$ cat src/rtl/lighting_pkg.sv
// Shared definitions for the lighting power scheduler.
//   sched_state_e : scheduler state encoding (IDLE / ACTIVE / STAGGER)
//   clog2_w()     : bits needed to index or count 'value' items, never less than 1
package lighting_pkg;

    typedef enum logic [1:0] {
        IDLE    = 2'b00,
        ACTIVE  = 2'b01,
        STAGGER = 2'b10
    } sched_state_e;

    function automatic int unsigned clog2_w(input int unsigned value);
        int unsigned w;
        w = 0;
        while ((64'd1 << w) < 64'(value)) begin
            w++;
        end
        return (w == 0) ? 1 : w;
    endfunction

endpackage

$ cat src/rtl/zone_power_scheduler_if.sv
// Request/grant bundle between the per-zone lighting FSMs and the scheduler.
//   req          : per-zone light request (level)
//   manual_force : per-zone manual override, implies req and is served first
//   grant        : registered lamp enable per zone
//   on_count     : popcount of grant
//   overload     : request pending while the budget is full
//   busy         : stagger counter nonzero
// master = zone controllers side, slave = scheduler side.
interface zone_power_scheduler_if
    import lighting_pkg::*;
#(
    parameter int unsigned NUM_ZONES = 4
);
    localparam int unsigned CW = clog2_w(NUM_ZONES + 1);

    logic [NUM_ZONES-1:0] req;
    logic [NUM_ZONES-1:0] manual_force;
    logic [NUM_ZONES-1:0] grant;
    logic [CW-1:0]        on_count;
    logic                 overload;
    logic                 busy;

    modport master (
        output req, manual_force,
        input  grant, on_count, overload, busy
    );

    modport slave (
        input  req, manual_force,
        output grant, on_count, overload, busy
    );

endinterface

$ cat src/rtl/zone_hold_timer.sv
// Minimum on-time timer for one zone.
//   clk, reset_n : clock, asynchronous active-low reset
//   load         : zone is being granted this edge; restart the hold window
//   grant        : current registered grant of this zone
//   expired      : hold window has elapsed (timer is 0)
module zone_hold_timer
    import lighting_pkg::*;
#(
    parameter int unsigned HOLD_CYCLES = 16
) (
    input  logic clk,
    input  logic reset_n,
    input  logic load,
    input  logic grant,
    output logic expired
);
    localparam int unsigned TW = clog2_w(HOLD_CYCLES);

    logic [TW-1:0] cnt_q, cnt_d;

    always_comb begin
        cnt_d = cnt_q;
        if (load) begin
            cnt_d = TW'(HOLD_CYCLES - 1);
        end else if (!grant) begin
            cnt_d = '0;
        end else if (cnt_q != '0) begin
            cnt_d = cnt_q - 1'b1;
        end
    end

    always_ff @(posedge clk or negedge reset_n) begin
        if (!reset_n) begin
            cnt_q <= '0;
        end else begin
            cnt_q <= cnt_d;
        end
    end

    assign expired = (cnt_q == '0);

endmodule

$ cat src/rtl/zone_power_scheduler.sv
// Shares a lighting power budget among NUM_ZONES zones: at most MAX_ON lamps on,
// one new turn-on per GAP_CYCLES+1 edges, HOLD_CYCLES minimum on-time, and manual
// force requests served first (pre-empting an expired ordinary grant if needed).
//   clk, reset_n : clock, asynchronous active-low reset
//   bus          : request/grant bundle (slave side)
module zone_power_scheduler
    import lighting_pkg::*;
#(
    parameter int unsigned NUM_ZONES   = 4,
    parameter int unsigned MAX_ON      = 2,
    parameter int unsigned HOLD_CYCLES = 16,
    parameter int unsigned GAP_CYCLES  = 2
) (
    input logic                   clk,
    input logic                   reset_n,
    zone_power_scheduler_if.slave bus
);
    localparam int unsigned CW = clog2_w(NUM_ZONES + 1);
    localparam int unsigned IW = clog2_w(NUM_ZONES);
    localparam int unsigned SW = clog2_w(GAP_CYCLES + 1);
    localparam logic [CW-1:0] MAX_ON_C = CW'(MAX_ON);

    function automatic logic [CW-1:0] popcount(input logic [NUM_ZONES-1:0] v);
        logic [CW-1:0] n;
        n = '0;
        for (int i = 0; i < NUM_ZONES; i++) begin
            n = n + CW'(v[i]);
        end
        return n;
    endfunction

    logic [NUM_ZONES-1:0] grant_q, grant_d;
    logic [CW-1:0]        on_count_q, on_count_d;
    logic                 overload_q, overload_d;
    logic [SW-1:0]        stagger_q, stagger_d;
    logic [IW-1:0]        rr_q, rr_d;
    sched_state_e         state_q, state_d;

    logic [NUM_ZONES-1:0] want, pending, expired, releasing, kept;
    logic [NUM_ZONES-1:0] force_pend, revocable, load;
    logic [CW-1:0]        kept_cnt;
    logic                 room, preempt_ok, turn_on;
    logic                 force_found, rr_found;
    logic [IW-1:0]        force_idx, rr_idx, rev_idx, sel_idx, pos;

    // Force wins over an X or a simultaneous req because want ORs them.
    assign want       = bus.req | bus.manual_force;
    assign pending    = want & ~grant_q;
    assign releasing  = grant_q & ~want & expired;
    assign kept       = grant_q & ~releasing;
    assign kept_cnt   = popcount(kept);
    assign room       = (kept_cnt < MAX_ON_C);
    assign force_pend = pending & bus.manual_force;
    // Only expired ordinary grants can be taken away by a force request.
    assign revocable  = kept & ~bus.manual_force & expired;
    assign preempt_ok = !room && (force_pend != '0) && (revocable != '0);
    assign turn_on    = (stagger_q == '0) && ((room && (pending != '0)) || preempt_ok);

    // Descending loops leave the lowest index / earliest round-robin hit last.
    always_comb begin
        force_found = 1'b0;
        force_idx   = '0;
        rev_idx     = '0;
        rr_found    = 1'b0;
        rr_idx      = '0;
        pos         = '0;
        for (int i = NUM_ZONES - 1; i >= 0; i--) begin
            if (force_pend[i]) begin
                force_found = 1'b1;
                force_idx   = IW'(i);
            end
            if (revocable[i]) begin
                rev_idx = IW'(i);
            end
        end
        for (int k = NUM_ZONES - 1; k >= 0; k--) begin
            pos = IW'((int'(rr_q) + k) % NUM_ZONES);
            if (pending[pos]) begin
                rr_found = 1'b1;
                rr_idx   = pos;
            end
        end
        sel_idx = force_found ? force_idx : rr_idx;
    end

    always_comb begin
        grant_d   = kept;
        load      = '0;
        rr_d      = rr_q;
        stagger_d = (stagger_q != '0) ? stagger_q - 1'b1 : '0;
        if (turn_on) begin
            grant_d[sel_idx] = 1'b1;
            load[sel_idx]    = 1'b1;
            // A turn-on with no room left is a pre-emption.
            if (!room) begin
                grant_d[rev_idx] = 1'b0;
            end
            rr_d      = (sel_idx == IW'(NUM_ZONES - 1)) ? '0 : sel_idx + 1'b1;
            stagger_d = SW'(GAP_CYCLES);
        end
        on_count_d = popcount(grant_d);
        // Blocked by budget only; a pending stagger wait is not an overload.
        overload_d = (pending != '0) && !room && !preempt_ok;
    end

    always_comb begin
        state_d = state_q;
        unique case (state_q)
            IDLE: begin
                if (turn_on) begin
                    state_d = (GAP_CYCLES > 0) ? STAGGER : ACTIVE;
                end
            end
            ACTIVE: begin
                if (turn_on && (GAP_CYCLES > 0)) begin
                    state_d = STAGGER;
                end else if ((grant_d == '0) && ((want & ~grant_d) == '0)) begin
                    state_d = IDLE;
                end
            end
            STAGGER: begin
                if (stagger_d == '0) begin
                    state_d = ACTIVE;
                end
            end
            default: state_d = IDLE;
        endcase
    end

    for (genvar i = 0; i < NUM_ZONES; i++) begin : g_timer
        zone_hold_timer #(
            .HOLD_CYCLES(HOLD_CYCLES)
        ) u_timer (
            .clk    (clk),
            .reset_n(reset_n),
            .load   (load[i]),
            .grant  (grant_q[i]),
            .expired(expired[i])
        );
    end

    always_ff @(posedge clk or negedge reset_n) begin
        if (!reset_n) begin
            grant_q    <= '0;
            on_count_q <= '0;
            overload_q <= 1'b0;
            stagger_q  <= '0;
            rr_q       <= '0;
            state_q    <= IDLE;
        end else begin
            grant_q    <= grant_d;
            on_count_q <= on_count_d;
            overload_q <= overload_d;
            stagger_q  <= stagger_d;
            rr_q       <= rr_d;
            state_q    <= state_d;
        end
    end

    assign bus.grant    = grant_q;
    assign bus.on_count = on_count_q;
    assign bus.overload = overload_q;
    assign bus.busy     = (stagger_q != '0);

endmodule

$ cat src/flat_wrapper.sv
// flat-port wrapper written by rule: the top's interface ports become plain ports
module zone_power_scheduler_flat import lighting_pkg::*;
#(
    parameter int unsigned NUM_ZONES   = 4,
    parameter int unsigned MAX_ON      = 2,
    parameter int unsigned HOLD_CYCLES = 16,
    parameter int unsigned GAP_CYCLES  = 2
)
  (clk, reset_n, bus_req, bus_manual_force, bus_grant, bus_on_count, bus_overload, bus_busy);
  zone_power_scheduler_if #(.NUM_ZONES(NUM_ZONES)) bus_i ();
  input logic clk;
  input logic reset_n;
  input wire logic [$bits(bus_i.req)-1:0] bus_req;
  input wire logic [$bits(bus_i.manual_force)-1:0] bus_manual_force;
  output wire logic [$bits(bus_i.grant)-1:0] bus_grant;
  output wire logic [$bits(bus_i.on_count)-1:0] bus_on_count;
  output wire logic [$bits(bus_i.overload)-1:0] bus_overload;
  output wire logic [$bits(bus_i.busy)-1:0] bus_busy;
  assign bus_i.req = bus_req;
  assign bus_i.manual_force = bus_manual_force;
  assign bus_grant = bus_i.grant;
  assign bus_on_count = bus_i.on_count;
  assign bus_overload = bus_i.overload;
  assign bus_busy = bus_i.busy;
  zone_power_scheduler #(.NUM_ZONES(NUM_ZONES), .MAX_ON(MAX_ON), .HOLD_CYCLES(HOLD_CYCLES), .GAP_CYCLES(GAP_CYCLES)) u_core (.clk(clk), .reset_n(reset_n), .bus(bus_i));
endmodule
$ cat config.mk
export PLATFORM = sky130hd
export DESIGN_NAME = zone_power_scheduler_flat
export DESIGN_NICKNAME = d
export VERILOG_FILES = /design/src/rtl/lighting_pkg.sv /design/src/rtl/zone_power_scheduler_if.sv /design/src/rtl/zone_hold_timer.sv /design/src/rtl/zone_power_scheduler.sv /design/src/flat_wrapper.sv
export SDC_FILE = /design/constraint.sdc
export NUM_CORES = 1
export LEC_CHECK = 0
export CAP_MARGIN = 10
export CORE_MARGIN = 8
export CORE_UTILIZATION = 57
export DETAILED_ROUTE_END_ITERATION = 6
export GPL_ROUTABILITY_DRIVEN = 0
export HOLD_SLACK_MARGIN = 0.1
export PLACE_DENSITY = 0.83
export SETUP_SLACK_MARGIN = 0.15
export SLEW_MARGIN = 40
export SYNTH_ARGS = -nofsm -noshare
export SYNTH_HDL_FRONTEND = slang
export SYNTH_HIERARCHICAL = 1
export SYNTH_SLANG_ARGS = --single-unit
export TNS_END_PERCENT = 5
$ cat constraint.sdc
create_clock -name clk -period 5.6 [get_ports clk]
set_input_delay 1.68 -clock clk [delete_from_list [all_inputs] [get_ports clk]]
set_output_delay 1.68 -clock clk [all_outputs]
set_load 0.02 [all_outputs]
# Yosys cells after proc, flatten, opt, wreduce, memory -nomap -nowiden
# Index checks and enable logic that the tools add are counted.
# word_totals
register_bits	28
inputBits	10
output_inout_bits	9
word_cells	124
# classes
addsub	15
n_lt_le_gt_ge	9
eq_ne	5
mux	47
n_bitwise	15
reduce_logical	24
# op_table
operator	n
two-way mux 4 bit	15
AND 4 bit	8
two-way mux 2 bit	16
nonzero test 4 bit	7
NOT 4 bit	5
< comparator 2 x 3 -> 1 bit, second input constant	6
zero test 4 bit	4
subtractor 4 x 1 -> 4 bit, second input constant	4
adder 3 x 1 -> 3 bit	4
inequality test 3 bit, second input constant	4
two-way mux 1 bit	10
binary-select mux 1 bit (select 2 bit)	4
logical AND 1 bit	8
bitwise OR 4 bit	2
adder 1 x 1 -> 2 bit	2
adder 2 x 1 -> 2 bit, second input constant	2
adder 2 bit, second input constant	2
demux 1 bit (select 2 bit)	2
greater-or-equal comparator 2 x 1 -> 1 bit, second input constant	2
< comparator 3 x 2 -> 1 bit, second input constant	1
== test 2 bit, second input constant	1
zero test 1 bit	2
zero test 2 bit	1
nonzero test 2 bit	1
other kinds (2)	2

# Logic depth before layout (Yosys ltp)
# depth
depth_word	23
ltp_mapped	14
depth_no_buf	14

# Hierarchy
# Netlist, hierarchy kept.
# modules_own_cells
mod	instances	cells_per_inst	area_per_inst_um2	seq_area_each_um2
zone_power_scheduler	1	105	1091.0	300.3
zone_hold_timer	4	19	241.5	100.1

# Least setup slack after synthesis
# Ideal clock, no wire load.
# synth_path
path_kind	input port to flip-flop
startpoint	in bus_manual_force[0]
endpoint	reg u_core.on_count_q[1], in the netlist u_core/bus.on_count[1]
setup_ns	0.126
arrival_ns	4.527
required_ns	5.474
path_slack_ns	0.947
cell_stages	10
path_buffers	0
cell_sequence	o31a_1 fa_1 a31oi_4 or3_4 a21oi_2 o32ai_1 fa_1 inv_1 ha_1 ha_1
# synth_between
elab_chain_len	20
word_cells_on_any_way	58
classes_between	add/sub: 6; order compare: 5; mux: 22; bitwise: 14; reduce/logical: 11
# synth_rtl
item	line_no	source
start, declared	flat_wrapper.sv:14	input wire logic [$bits(bus_i.manual_force)-1:0] bus_manual_force;
bitwise OR 4 bit	zone_power_scheduler.sv:47	assign want = bus.req | bus.manual_force;
AND 4 bit / NOT 4 bit (equally long branches)	zone_power_scheduler.sv:48, zone_power_scheduler.sv:49	
binary-select mux 1 bit (select 2 bit) / AND 4 bit (equally long branches)	zone_power_scheduler.sv:78, zone_power_scheduler.sv:49	
two-way mux 1 bit (not written as such) / AND 4 bit (equally long branches)	zone_power_scheduler.sv:78, zone_power_scheduler.sv:49	
two-way mux 2 bit / NOT 4 bit (equally long branches)	zone_power_scheduler.sv:78, zone_power_scheduler.sv:50	
two-way mux 2 bit / AND 4 bit (equally long branches)	zone_power_scheduler.sv:78, zone_power_scheduler.sv:50	
two-way mux 2 bit / AND 4 bit (equally long branches) (2 in series)	zone_power_scheduler.sv:78, zone_power_scheduler.sv:55	
two-way mux 2 bit, on equally long branches	zone_power_scheduler.sv:83, zone_power_scheduler.sv:72	
(+4 left out)	-	
bitwise OR 4 bit (no line) / NOT 4 bit (equally long branches)	-	
AND 4 bit (no line)	-	
two-way mux 4 bit	zone_power_scheduler.sv:95	if (!room) begin
two-way mux 4 bit *	zone_power_scheduler.sv:91	if (turn_on) begin
adder 1 x 1 -> 2 bit	zone_power_scheduler.sv:27	n = n + CW'(v[i]);
adder 3 x 1 -> 3 bit	zone_power_scheduler.sv:27	
adder 3 x 1 -> 3 bit *	zone_power_scheduler.sv:27	
named net u_core.on_count_d[1]	zone_power_scheduler.sv:33	logic [CW-1:0] on_count_q, on_count_d;
end signal, assigned	zone_power_scheduler.sv:152	on_count_q <= on_count_d;
end, declared	zone_power_scheduler.sv:33	
# Mark *: on every way through the listed nets, which the timed path passes. The rest lies on a longest branch. The select of a mux whose other input is x is not followed.
# A chain may end at the register's enable or synchronous reset.

# Worst setup path in the final report
# layout_path
startpoint	in bus_manual_force[2]
endpoint	reg u_core.on_count_q[1], in the netlist u_core/bus.on_count[1]
# layout_between
elab_chain_len	22
word_cells_on_any_way	63
classes_between	add/sub: 5; order compare: 5; mux: 28; bitwise: 14; reduce/logical: 11
# layout_rtl
item	line_no
branches (longest 18 deep; another with < comparator 2 x 3 -> 1 bit)	-
two-way mux 4 bit *	zone_power_scheduler.sv:91
adder 1 x 1 -> 2 bit	zone_power_scheduler.sv:27
adder 3 x 1 -> 3 bit	zone_power_scheduler.sv:27
adder 3 x 1 -> 3 bit *	zone_power_scheduler.sv:27
named net u_core.on_count_d[1]	zone_power_scheduler.sv:33
# Mark *: on every way through the listed nets, which the timed path passes. The select of a mux whose other input is x is not followed.

==> impl_metrics.env <==
export IMPL_clkTransAtPathRegs_ns=0.15
export IMPL_initial_core_util_pct=57.9
export IMPL_clock_path_buffers=2
export IMPL_synth_seq_cells=28
export IMPL_hold_start="u_core/stagger_q[0]"
export IMPL_report_final_slew_viol_count=0
export IMPL_worst_r2r_path_depth=14
export IMPL_synth_distinct_cells=50
export IMPL_cts_sinks=28
export IMPL_arrival_ns=5.26
export IMPL_num_rows=22
export IMPL_hold_path_class="register to register"
export IMPL_postLayoutCoreUtil_pct=65.7
export IMPL_syn_avg_cell_area_um2=11.4
export IMPL_fin_skew_ns=0.00502
export IMPL_slew_headroom_pct=69.4
export IMPL_mappedNetlistArea_um2=2060
export IMPL_yosys_warnings=6
export IMPL_path_max_fanout=6
export IMPL_p_per_area_nw_per_um2=668
export IMPL_period_needed_ns=5.03
export IMPL_h_tree_depth=1
export IMPL_dieWidth_um=76.1
export IMPL_nNetsFinal=230
export IMPL_post_route_period_util_pct=89.9
export IMPL_grtUsageMet2_pct=26.5
export IMPL_die_area_um2=5790
export IMPL_status="complete, no violations"
export IMPL_synth_edf_count=0
export IMPL_clk_root_buffer_cell="clkbuf_4"
export IMPL_dieHeight_um=76.1
export IMPL_ant_nets=0
export IMPL_hpwl_mm=3.55
export IMPL_first_iter_violations=60
export IMPL_vias=1541
export IMPL_r2r_end="u_core/bus.on_count[1]"
export IMPL_first_global_vias=1643
export IMPL_grt_pass1_wl_mm=7.73
export IMPL_cts_tree="done"
export IMPL_port_buffer_count=18
export IMPL_drcViolationCount=0
export IMPL_fin_ws_ns=0.566
export IMPL_grt_busiest_layer="met2"
export IMPL_cap_violations=0
export IMPL_cellLeakagePower_nw=1.05
export IMPL_grtUsageMet3_pct=2.71
export IMPL_worstHoldEndpoint="u_core/stagger_q[0]"
export IMPL_dr_pass1_iters=4
export IMPL_wl_per_cell_um=18.0
export IMPL_hold_slack_ns=0.482
export IMPL_syn_to_final_growth_pct=13.4
export IMPL_synth_fp_nets=207
export IMPL_p_total_mw=1.56
export IMPL_antenna_found_initial=0
export IMPL_path_class="input port to register"
export IMPL_nFillCells=280
export IMPL_async_flop_share_pct=100
export IMPL_end_kind="register"
export IMPL_ys_flop_type="dfrtp_1"
export IMPL_cts_buffers=3
export IMPL_rsz0062_at_grt="false"
export IMPL_worstSetupStartpointType="input port"
export IMPL_max_vdd_ir_drop_v=0.000332
export IMPL_timing_hold_violations_final=0
export IMPL_cts_setup_buffers=0
export IMPL_regToRegStartpoint="u_core/g_timer[0].u_timer/cnt_q[0]"
export IMPL_ioPinCount=19
export IMPL_fp_coreArea_um2=3550
export IMPL_finalWirelength_mm=4.53
export IMPL_max_freq_mhz=199
export IMPL_min_path_cells=1
export IMPL_gr_total_overflow=0
export IMPL_ys_seq_area_share_pct=34.1
export IMPL_worst_pin_slew_ns=0.457
export IMPL_required_ns=5.83
export IMPL_worstSkewPairLatency_ns=0.32
export IMPL_use_met1_pct=19.4
export IMPL_synth_cells=181
export IMPL_n_antenna_cell=0
export IMPL_setup_tns_ns=0
export IMPL_grt_max_degree=29
export IMPL_cts_hold_buf=0
export IMPL_viasPerCell=6.14
export IMPL_grtUsageTotal_pct=15.6
export IMPL_post_place_ws_ns=0.242
export IMPL_finalSetupViolCount=0
export IMPL_drive_above_1_share_pct=20.7
export IMPL_r2r_slack_ns=1.29
export IMPL_postCtsResizedCells=0
## worst max path at each step
stage,from,endpoint,slack (ns),cells after the start
finish,bus_manual_force[2],u_core/bus.on_count[1],0.57,13
global route,bus_manual_force[2],u_core/bus.on_count[1],0.39,13
CTS,bus_manual_force[0],u_core/bus.on_count[1],0.61,11
detailed placement,bus_manual_force[0],u_core/bus.on_count[1],0.24,11
global placement,bus_manual_force[0],u_core/bus.on_count[1],0.36,11
floorplan,bus_manual_force[0],u_core/bus.on_count[1],0.95,10
## synth_stat cells (3+ instances only)
cell     count  area (um2)
dfrtp_1     28         701
a21o_1      16         120
inv_1       16        60.1
ha_1        14         175
nand2_1     11        41.3
xnor2_1      8        70.1
nor2_1       6        22.5
nor4b_2      5        75.1
or3_4        5        56.3
a21oi_1      4        20.0
a21oi_2      4        35.0
a311o_1      4        40.0
mux2i_1      4        40.0
nor3b_4      4        75.1
o21ba_2      3        30.0
## cell type report
cell class	instances	area (um2)	area share (%)
Clock inverter	1	30.0	1.29
Clock buffer	3	22.5	0.966
Timing Repair Buffer	19	188	8.05
Multi-Input combinational cell	136	1270	54.5
Tap cell	48	60.1	2.58
Inverter	16	60.1	2.58
Sequential cell	28	701	30.0
## flip-flops by register name (all words and copies together), names as in the netlist
| register | cells |
|---|---|
| u_core/rr_q | 2 |
| u_core/stagger_q | 2 |
| u_core/bus.on_count | 3 |
| u_core/bus.overload | 1 |
| u_core/bus.grant | 4 |
| u_core/g_timer.u_timer/cnt_q | 16 |
## cells by family after synthesis
logic type                 count (synthesis)  share of synthesized area [%]
buffers and inverters                     17                           4.14
and+or+nand+nor                           52                           22.6
DFF                                       28                           34.1
xor gates and xnor gates                   8                           3.41
AOI/OAI and AO/OA                         54                           21.9
adders and majority gates                 16                           10.5
muxes                                      6                           3.41
## layout by cell type (no fill, tap or decap), types with 4 or more instances in the layout
cell	synthesis	routed
or3_4	5	5
dfrtp_1	28	28
a311o_1	4	4
inv_1	16	16
a21o_1	16	16
clkdlybuf4s50_1	0	18
ha_1	14	14
nand2_1	11	11
a21oi_2	4	4
nor3b_4	4	4
a21oi_1	4	4
nor4b_2	5	5
xnor2_1	8	8
nor2_1	6	6
mux2i_1	4	4
## per-stage QoR
step	cells	area (um2)
after detailed placement	247	2280
after global routing	251	2330
after global placement	247	2280
final	251	2330
after CTS	251	2330
after floorplan	181	2060
## worst max-delay path: stages
cell and delay, ns:
clkdlybuf4s50_1 0.50, nor2b_2 0.23, nor4b_4 0.50, o21ai_1 0.19, o31ai_2 0.39, ha_1 0.22, nand2_1 0.07, a21oi_2 0.27
o32ai_1 0.19, fa_1 0.53, inv_1 0.05, ha_1 0.18, ha_1 0.27
## power by group
| part | switching [mW] | leakage, nW | internal [mW] | total [mW] |
|---|---|---|---|---|
| Sequential | 0.114 | 0.355 | 0.294 | 0.408 |
| Clock | 0.0596 | 0.0279 | 0.0723 | 0.132 |
| Combinational | 0.523 | 0.665 | 0.495 | 1.02 |
| Total | 0.697 | 1.05 | 0.862 | 1.56 |
## routing by layer
layer  vias to the layer above  part of all wire, %
met5                         -                    0
met4                         0                  1.3
met3                         8                  4.8
met2                        52                   49
met1                       774                   45
li1                        707                    -
No activity file was read; power rests on OpenSTA's default activity.
